<file path="config.mk">
export PLATFORM = sky130hd
export DESIGN_NAME = clock_divider_prog
export DESIGN_NICKNAME = d
export VERILOG_FILES = /design/src/rtl/clkdiv_pkg.sv /design/src/rtl/clkdiv_cfg_shadow.sv /design/src/rtl/clock_divider_prog.sv
export SDC_FILE = /design/constraint.sdc
export NUM_CORES = 1
export LEC_CHECK = 0
export ABC_AREA = 1
export CAP_MARGIN = 20
export CORE_ASPECT_RATIO = 1.5
export CORE_MARGIN = 4
export CORE_UTILIZATION = 24
export DETAILED_ROUTE_END_ITERATION = 10
export GPL_ROUTABILITY_DRIVEN = 0
export PLACE_DENSITY = 0.44
export SLEW_MARGIN = 10
export SYNTH_ARGS = -nofsm -noshare
export SYNTH_HDL_FRONTEND = slang
export SYNTH_SLANG_ARGS = --single-unit
</file>
<file path="constraint.sdc">
create_clock -name clock_in -period 5.4 [get_ports clock_in]
set_clock_uncertainty 0.1 [all_clocks]
set_input_delay 0.54 -clock clock_in [delete_from_list [all_inputs] [get_ports clock_in]]
set_output_delay 0.54 -clock clock_in [all_outputs]
set_load 0.005 [all_outputs]
</file>
<file path="src/rtl/clkdiv_pkg.sv">
// Shared constants, state type and ratio/duty clamp helpers for the programmable clock divider.
package clkdiv_pkg;

  localparam int unsigned CNT_W_DEFAULT = 16;
  localparam int unsigned MIN_DIV       = 2;

  typedef enum logic [0:0] {StIdle, StRun} clkdiv_state_e;

  function automatic logic [31:0] clamp_div(input logic [31:0] div);
    return (div < MIN_DIV) ? MIN_DIV : div;
  endfunction

  // Duty is bounded so both the high and the low phase last at least one cycle.
  function automatic logic [31:0] clamp_duty(input logic [31:0] duty, input logic [31:0] div);
    if (duty < 32'd1) return 32'd1;
    if (duty > div - 32'd1) return div - 32'd1;
    return duty;
  endfunction

endpackage

</file>
<file path="src/rtl/clkdiv_cfg_shadow.sv">
// Config handshake, shadow/active ratio registers and pending flag.
// With CLKDIV_DUTY_EN defined, also carries shadow/active duty registers.
module clkdiv_cfg_shadow
  import clkdiv_pkg::*;
#(
  parameter int unsigned CNT_W       = CNT_W_DEFAULT,
  parameter int unsigned DEFAULT_DIV = 4
`ifdef CLKDIV_DUTY_EN
  , parameter int unsigned DEFAULT_DUTY = 2
`endif
) (
  input  logic             clk_i,
  input  logic             rst_i,
  input  logic             running_i,
  input  logic             wrap_i,
  input  logic             cfg_valid_i,
  input  logic [CNT_W-1:0] cfg_div_i,
`ifdef CLKDIV_DUTY_EN
  input  logic [CNT_W-1:0] cfg_duty_i,
`endif
  output logic             cfg_ready_o,
  output logic [CNT_W-1:0] div_active_o,
  output logic [CNT_W-1:0] hi_next_o
);

  logic [CNT_W-1:0] div_active_q, div_active_d;
  logic [CNT_W-1:0] div_shadow_q, div_shadow_d;
  logic             pending_q, pending_d;
  logic [CNT_W-1:0] div_in;
  logic             accept;

`ifdef CLKDIV_DUTY_EN
  logic [CNT_W-1:0] duty_active_q, duty_active_d;
  logic [CNT_W-1:0] duty_shadow_q, duty_shadow_d;
  logic [CNT_W-1:0] duty_in;
`endif

  always_comb begin
    accept       = cfg_valid_i && !pending_q;
    div_in       = CNT_W'(clamp_div(32'(cfg_div_i)));
    div_active_d = div_active_q;
    div_shadow_d = div_shadow_q;
    pending_d    = pending_q;
`ifdef CLKDIV_DUTY_EN
    duty_in       = CNT_W'(clamp_duty(32'(cfg_duty_i), 32'(div_in)));
    duty_active_d = duty_active_q;
    duty_shadow_d = duty_shadow_q;
`endif
    if (!running_i) begin
      // While idle there is no period to protect, so values land in the active set directly.
      if (accept) begin
        div_active_d = div_in;
`ifdef CLKDIV_DUTY_EN
        duty_active_d = duty_in;
`endif
      end else if (pending_q) begin
        div_active_d = div_shadow_q;
        pending_d    = 1'b0;
`ifdef CLKDIV_DUTY_EN
        duty_active_d = duty_shadow_q;
`endif
      end
    end else begin
      if (wrap_i && pending_q) begin
        div_active_d = div_shadow_q;
        pending_d    = 1'b0;
`ifdef CLKDIV_DUTY_EN
        duty_active_d = duty_shadow_q;
`endif
      end
      // accept implies !pending_q, so this never collides with the wrap update above.
      if (accept) begin
        div_shadow_d = div_in;
        pending_d    = 1'b1;
`ifdef CLKDIV_DUTY_EN
        duty_shadow_d = duty_in;
`endif
      end
    end
  end

  always_ff @(posedge clk_i or posedge rst_i) begin
    if (rst_i) begin
      div_active_q <= CNT_W'(DEFAULT_DIV);
      div_shadow_q <= CNT_W'(DEFAULT_DIV);
      pending_q    <= 1'b0;
    end else begin
      div_active_q <= div_active_d;
      div_shadow_q <= div_shadow_d;
      pending_q    <= pending_d;
    end
  end

`ifdef CLKDIV_DUTY_EN
  always_ff @(posedge clk_i or posedge rst_i) begin
    if (rst_i) begin
      duty_active_q <= CNT_W'(DEFAULT_DUTY);
      duty_shadow_q <= CNT_W'(DEFAULT_DUTY);
    end else begin
      duty_active_q <= duty_active_d;
      duty_shadow_q <= duty_shadow_d;
    end
  end

  assign hi_next_o = duty_active_d;
`else
  assign hi_next_o = div_active_d >> 1;
`endif

  assign cfg_ready_o  = !pending_q;
  assign div_active_o = div_active_q;

endmodule

</file>
<file path="src/rtl/clock_divider_prog.sv">
// Runtime-programmable clock divider: registered divided clock plus period-start tick.
// Optional programmable duty cycle when CLKDIV_DUTY_EN is defined.
module clock_divider_prog
  import clkdiv_pkg::*;
#(
  parameter int unsigned CNT_W       = CNT_W_DEFAULT,
  parameter int unsigned DEFAULT_DIV = 4
`ifdef CLKDIV_DUTY_EN
  , parameter int unsigned DEFAULT_DUTY = 2
`endif
) (
  input  logic             clock_in,
  input  logic             reset,
  input  logic             en,
  input  logic             cfg_valid,
  output logic             cfg_ready,
  input  logic [CNT_W-1:0] cfg_div,
`ifdef CLKDIV_DUTY_EN
  input  logic [CNT_W-1:0] cfg_duty,
`endif
  output logic             clock_out,
  output logic             tick
);

  clkdiv_state_e    state_q, state_d;
  logic [CNT_W-1:0] count_q, count_d;
  logic             clock_out_q, clock_out_d;
  logic             tick_q, tick_d;
  logic [CNT_W-1:0] div_active;
  logic [CNT_W-1:0] hi_next;
  logic             running;
  logic             wrap;

  assign running = (state_q == StRun);
  assign wrap    = running && en && (count_q == div_active - CNT_W'(1));

  clkdiv_cfg_shadow #(
    .CNT_W        (CNT_W),
    .DEFAULT_DIV  (DEFAULT_DIV)
`ifdef CLKDIV_DUTY_EN
    , .DEFAULT_DUTY (DEFAULT_DUTY)
`endif
  ) u_cfg_shadow (
    .clk_i        (clock_in),
    .rst_i        (reset),
    .running_i    (running),
    .wrap_i       (wrap),
    .cfg_valid_i  (cfg_valid),
    .cfg_div_i    (cfg_div),
`ifdef CLKDIV_DUTY_EN
    .cfg_duty_i   (cfg_duty),
`endif
    .cfg_ready_o  (cfg_ready),
    .div_active_o (div_active),
    .hi_next_o    (hi_next)
  );

  always_comb begin
    state_d     = state_q;
    count_d     = count_q;
    clock_out_d = 1'b0;
    tick_d      = 1'b0;
    case (state_q)
      StIdle: begin
        count_d = '0;
        if (en) begin
          state_d     = StRun;
          clock_out_d = 1'b1;
          tick_d      = 1'b1;
        end
      end
      StRun: begin
        if (!en) begin
          state_d = StIdle;
          count_d = '0;
        end else begin
          count_d     = wrap ? '0 : count_q + CNT_W'(1);
          // hi_next already reflects a ratio swapped in on this edge.
          clock_out_d = (count_d < hi_next);
          tick_d      = (count_d == '0);
        end
      end
      default: state_d = StIdle;
    endcase
  end

  always_ff @(posedge clock_in or posedge reset) begin
    if (reset) begin
      state_q     <= StIdle;
      count_q     <= '0;
      clock_out_q <= 1'b0;
      tick_q      <= 1'b0;
    end else begin
      state_q     <= state_d;
      count_q     <= count_d;
      clock_out_q <= clock_out_d;
      tick_q      <= tick_d;
    end
  end

  assign clock_out = clock_out_q;
  assign tick      = tick_q;

endmodule

</file>
==> impl_metrics.json <==
{
  "min_delay_worst_endpoint": "u_cfg_shadow.div_shadow_q[2]",
  "ant_nets": 0,
  "synth-seq-cells": 52,
  "floorplan.initialDensity_pct": 24.5,
  "arrival_ns": 4.36,
  "timing.final.max_slew_violations": 0,
  "final.period_utilization_pct": 79.1,
  "startpoint_type": "flop",
  "wl_per_cell_um": 16.0,
  "netlist-cell-type-count": 39,
  "drt_iter0_drc": 183,
  "synth_async_sr_flop_share_pct": 100,
  "worst_slew_pin_slew_ns": 0.831,
  "yosys.area_share.simple_pct": 31.5,
  "yosys-mux-area-fraction_pct": 0,
  "number_of_enable_flip_flop_cells_after_synthesis": 0,
  "cts_hold_buffers": 0,
  "ys.warnings.count": 0,
  "min_path_cells": 2,
  "drive_above_1_share_pct": 5.42,
  "setup.worst_path.class": "reg2reg",
  "power.leakage_uw": 0.00231,
  "cts_setup_buffers": 0,
  "timing.critical_path.to_type": "flop",
  "synthTopCellsByCount": "sky130_fd_sc_hd__nand2_1 (162), sky130_fd_sc_hd__inv_1 (104), sky130_fd_sc_hd__nor2_1 (60)",
  "die_x_um": 111,
  "number_of_antenna_violations_at_the_first_check_in_global_routing": 0,
  "status": "complete, no violations",
  "synth.cell_area_mm2": 0.00385,
  "io_pins": 23,
  "areaGrowthSynthToFinish_pct": 16.4,
  "powerDensity_mw_per_mm2": 265,
  "post_synthesis_share_of_cell_area_spent_on_xor_and_xnor_gates_pct": 5.23,
  "grt_start_max_net_pins": 53,
  "post-synth-top-area-cell": "sky130_fd_sc_hd__dfrtp_1",
  "rrSetupSlack_ns": 1.13,
  "num-nets-final": 625,
  "ys_top_cells_by_area": "sky130_fd_sc_hd__dfrtp_1 (32%), sky130_fd_sc_hd__nand2_1 (16%), sky130_fd_sc_hd__inv_1 (10%), sky130_fd_sc_hd__nor2_1 (5.8%), sky130_fd_sc_hd__ha_1 (5.2%)",
  "synth_flop_cell": "sky130_fd_sc_hd__dfrtp_1",
  "worst_slack_ns": 1.13,
  "critical_path_peak_fanout": 24,
  "floorplan.die_area_mm2": 0.0182,
  "dp_hpwl_um": 10200,
  "rr_endpoint": "clock_out",
  "fin_cells": 793,
  "antenna_cells_inserted": 0,
  "synth-compound-area-share_pct": 12.3,
  "unrepaired_setup_endpoints_after_global_routing": "false",
  "die-height_um": 163,
  "fin_area_mm2": 0.00448,
  "hold_ws_ns": 0.424,
  "number_of_global_route_vias_before_repair": 3728,
  "grt.overflow.total": 0,
  "dpl-instance-area_mm2": 0.00428,
  "worst_ir_drop_vdd_mv": 0.119,
  "cts_resized": 0,
  "clk-insertion-delay-late_ns": 0.30,
  "start_point_of_the_worst_min_delay_path": "u_cfg_shadow.div_shadow_q[2]",
  "finalHoldViolCount": 0,
  "worst_r2r_startpoint": "running",
  "yosysMostFrequentCell": "sky130_fd_sc_hd__nand2_1",
  "hold_path_class": "reg2reg",
  "htree_num_levels": 2,
  "rows": 56,
  "cts_tree": "done",
  "max_cap_violations": 0,
  "cts.clk_slew.worst_paths_ns": 0.08,
  "synthAdderAreaFrac_pct": 5.20,
  "cts_root_buf": "sky130_fd_sc_hd__clkbuf_16",
  "dominant_combinational_cell_family_by_area_after_synthesis": "simple AND/OR/NAND/NOR gates",
  "setup_viol_count_final": 0,
  "syn-num-nets": 606,
  "r2r_cells": 18,
  "grt_first_pass_wirelength_um": 20000,
  "input_output_buffers": 22,
  "place_worst_setup_slack_ns": 1.07,
  "core_area_mm2": 0.0157,
  "final.setup.tns_ns": 0,
  "max_slew_headroom_pct": 44.4,
  "netlist.area_leader.share_pct": 32.5,
  "global_route_usage_over_all_layers_pct": 14.3,
  "detail_route.first_pass.iterations": 4,
  "fmaxAchievable_mhz": 234,
  "syn_area_per_cell_um2": 6.76,
  "dpl.cell_count": 784,
  "drt-vias-per-instance": 4.60,
  "required_ns": 5.49,
  "cts_inserted_buffers": 5,
  "cts_max_path_bufs": 2,
  "post_synth_inst_count": 570,
  "synth_seq_area_share_pct": 33.8,
  "clock-sinks": 52,
  "timing.final.crit_period_ns": 4.27,
  "num_vias": 3650,
  "totalWireLength_um": 12700,
  "remaining_drc_errors": 0
}
==> routing by layer <==
| metal | global-route usage [%] | vias to the layer above | share of wire, % |
|---|---|---|---|
| met5 | 0 | - | 0 |
| met4 | 6.97 | 0 | 4.3 |
| met3 | 1.37 | 28 | 2.2 |
| met2 | 28.4 | 76 | 55 |
| met1 | 14.7 | 1708 | 38 |
| li1 | - | 1838 | - |
==> per-stage QoR <==
step	power [uW]	utilization (%)
global placement	763	27.3
floorplan	656	-
CTS	1200	28.5
global route	1260	28.6
finish	1190	28.6
detailed placement	764	27.3
==> where the power goes <==
part	switching (uW)	internal (uW)	total, uW
clock	163	268	431
combinational	173	96.5	269
sequential	54.7	431	486
total	391	796	1190
==> layout make-up <==
| class | count | area (um2) |
|---|---|---|
| Timing Repair Buffer | 25 | 243 |
| Clock buffer | 5 | 125 |
| Clock inverter | 3 | 68.8 |
| Multi-Input combinational cell | 399 | 2090 |
| Inverter | 106 | 398 |
| Tap cell | 203 | 254 |
| Fill cell | 1793 | 11200 |
| Sequential cell | 52 | 1300 |
==> cells by family after synthesis <==
family / after synthesis
flops: 52
simple gates: 283
buf+inv: 119
xor+xnor: 23
compound gates: 77
fa+ha+maj: 16
==> cells in the final DEF (no fill, tap or decap), drive strengths merged <==
cell type      instances
or2                    1
dfrtp                 50
o221ai                 3
a221o                  1
a21boi                 1
nor2                  66
a221oi                 4
nand2                167
a211oi                 1
nand3                 28
buf                    3
ha                    16
a32oi                  3
clkdlybuf4s50         22
bufinv                 2
a21oi                 15
nor3b                  1
xnor2                  8
nor3                   4
o211ai                 8
and2                   2
o2111ai                4
clkinv                 1
dfstp                  2
nand4                  9
o21ai                 36
nand3b                 1
nor4                   4
xor2                  15
clkbuf                 5
inv                  106
o31ai                  1
==> how the worst max path moves through the flow <==
stage,start,end,slack [ns],depth (start not counted)
floorplan,u_cfg_shadow.div_active_o[0],clock_out,2.42,22
finish,running,clock_out,1.13,18
CTS,running,clock_out,1.12,18
global route,running,clock_out,0.66,18
global placement,en,clock_out,1.14,19
detailed placement,en,clock_out,1.07,19
==> state kept, by name (all words and copies together) (netlist names) <==
signal,cells
running,1
count_q,16
u_cfg_shadow.pending_q,1
u_cfg_shadow.div_shadow_q,16
clock_out,1
tick,1
u_cfg_shadow.div_active_o,16
==> critical path, cell delays in order (launching register included) <==
cell and delay (ns):
sky130_fd_sc_hd__dfrtp_1 0.87, sky130_fd_sc_hd__nand2_2 0.44, sky130_fd_sc_hd__a21oi_1 0.23, sky130_fd_sc_hd__o211ai_1 0.13, sky130_fd_sc_hd__nor2_1 0.10, sky130_fd_sc_hd__nand2_1 0.09, sky130_fd_sc_hd__nor3_4 0.20, sky130_fd_sc_hd__nand3_2 0.45
sky130_fd_sc_hd__inv_1 0.24, sky130_fd_sc_hd__nand2_1 0.08, sky130_fd_sc_hd__a32oi_1 0.27, sky130_fd_sc_hd__inv_1 0.08, sky130_fd_sc_hd__ha_1 0.27, sky130_fd_sc_hd__a21boi_1 0.20, sky130_fd_sc_hd__nand3_1 0.12, sky130_fd_sc_hd__a21oi_1 0.14
sky130_fd_sc_hd__nor2_1 0.05, sky130_fd_sc_hd__nand2_1 0.06, sky130_fd_sc_hd__nand2_1 0.04
Power figures use the tool's default switching activity.
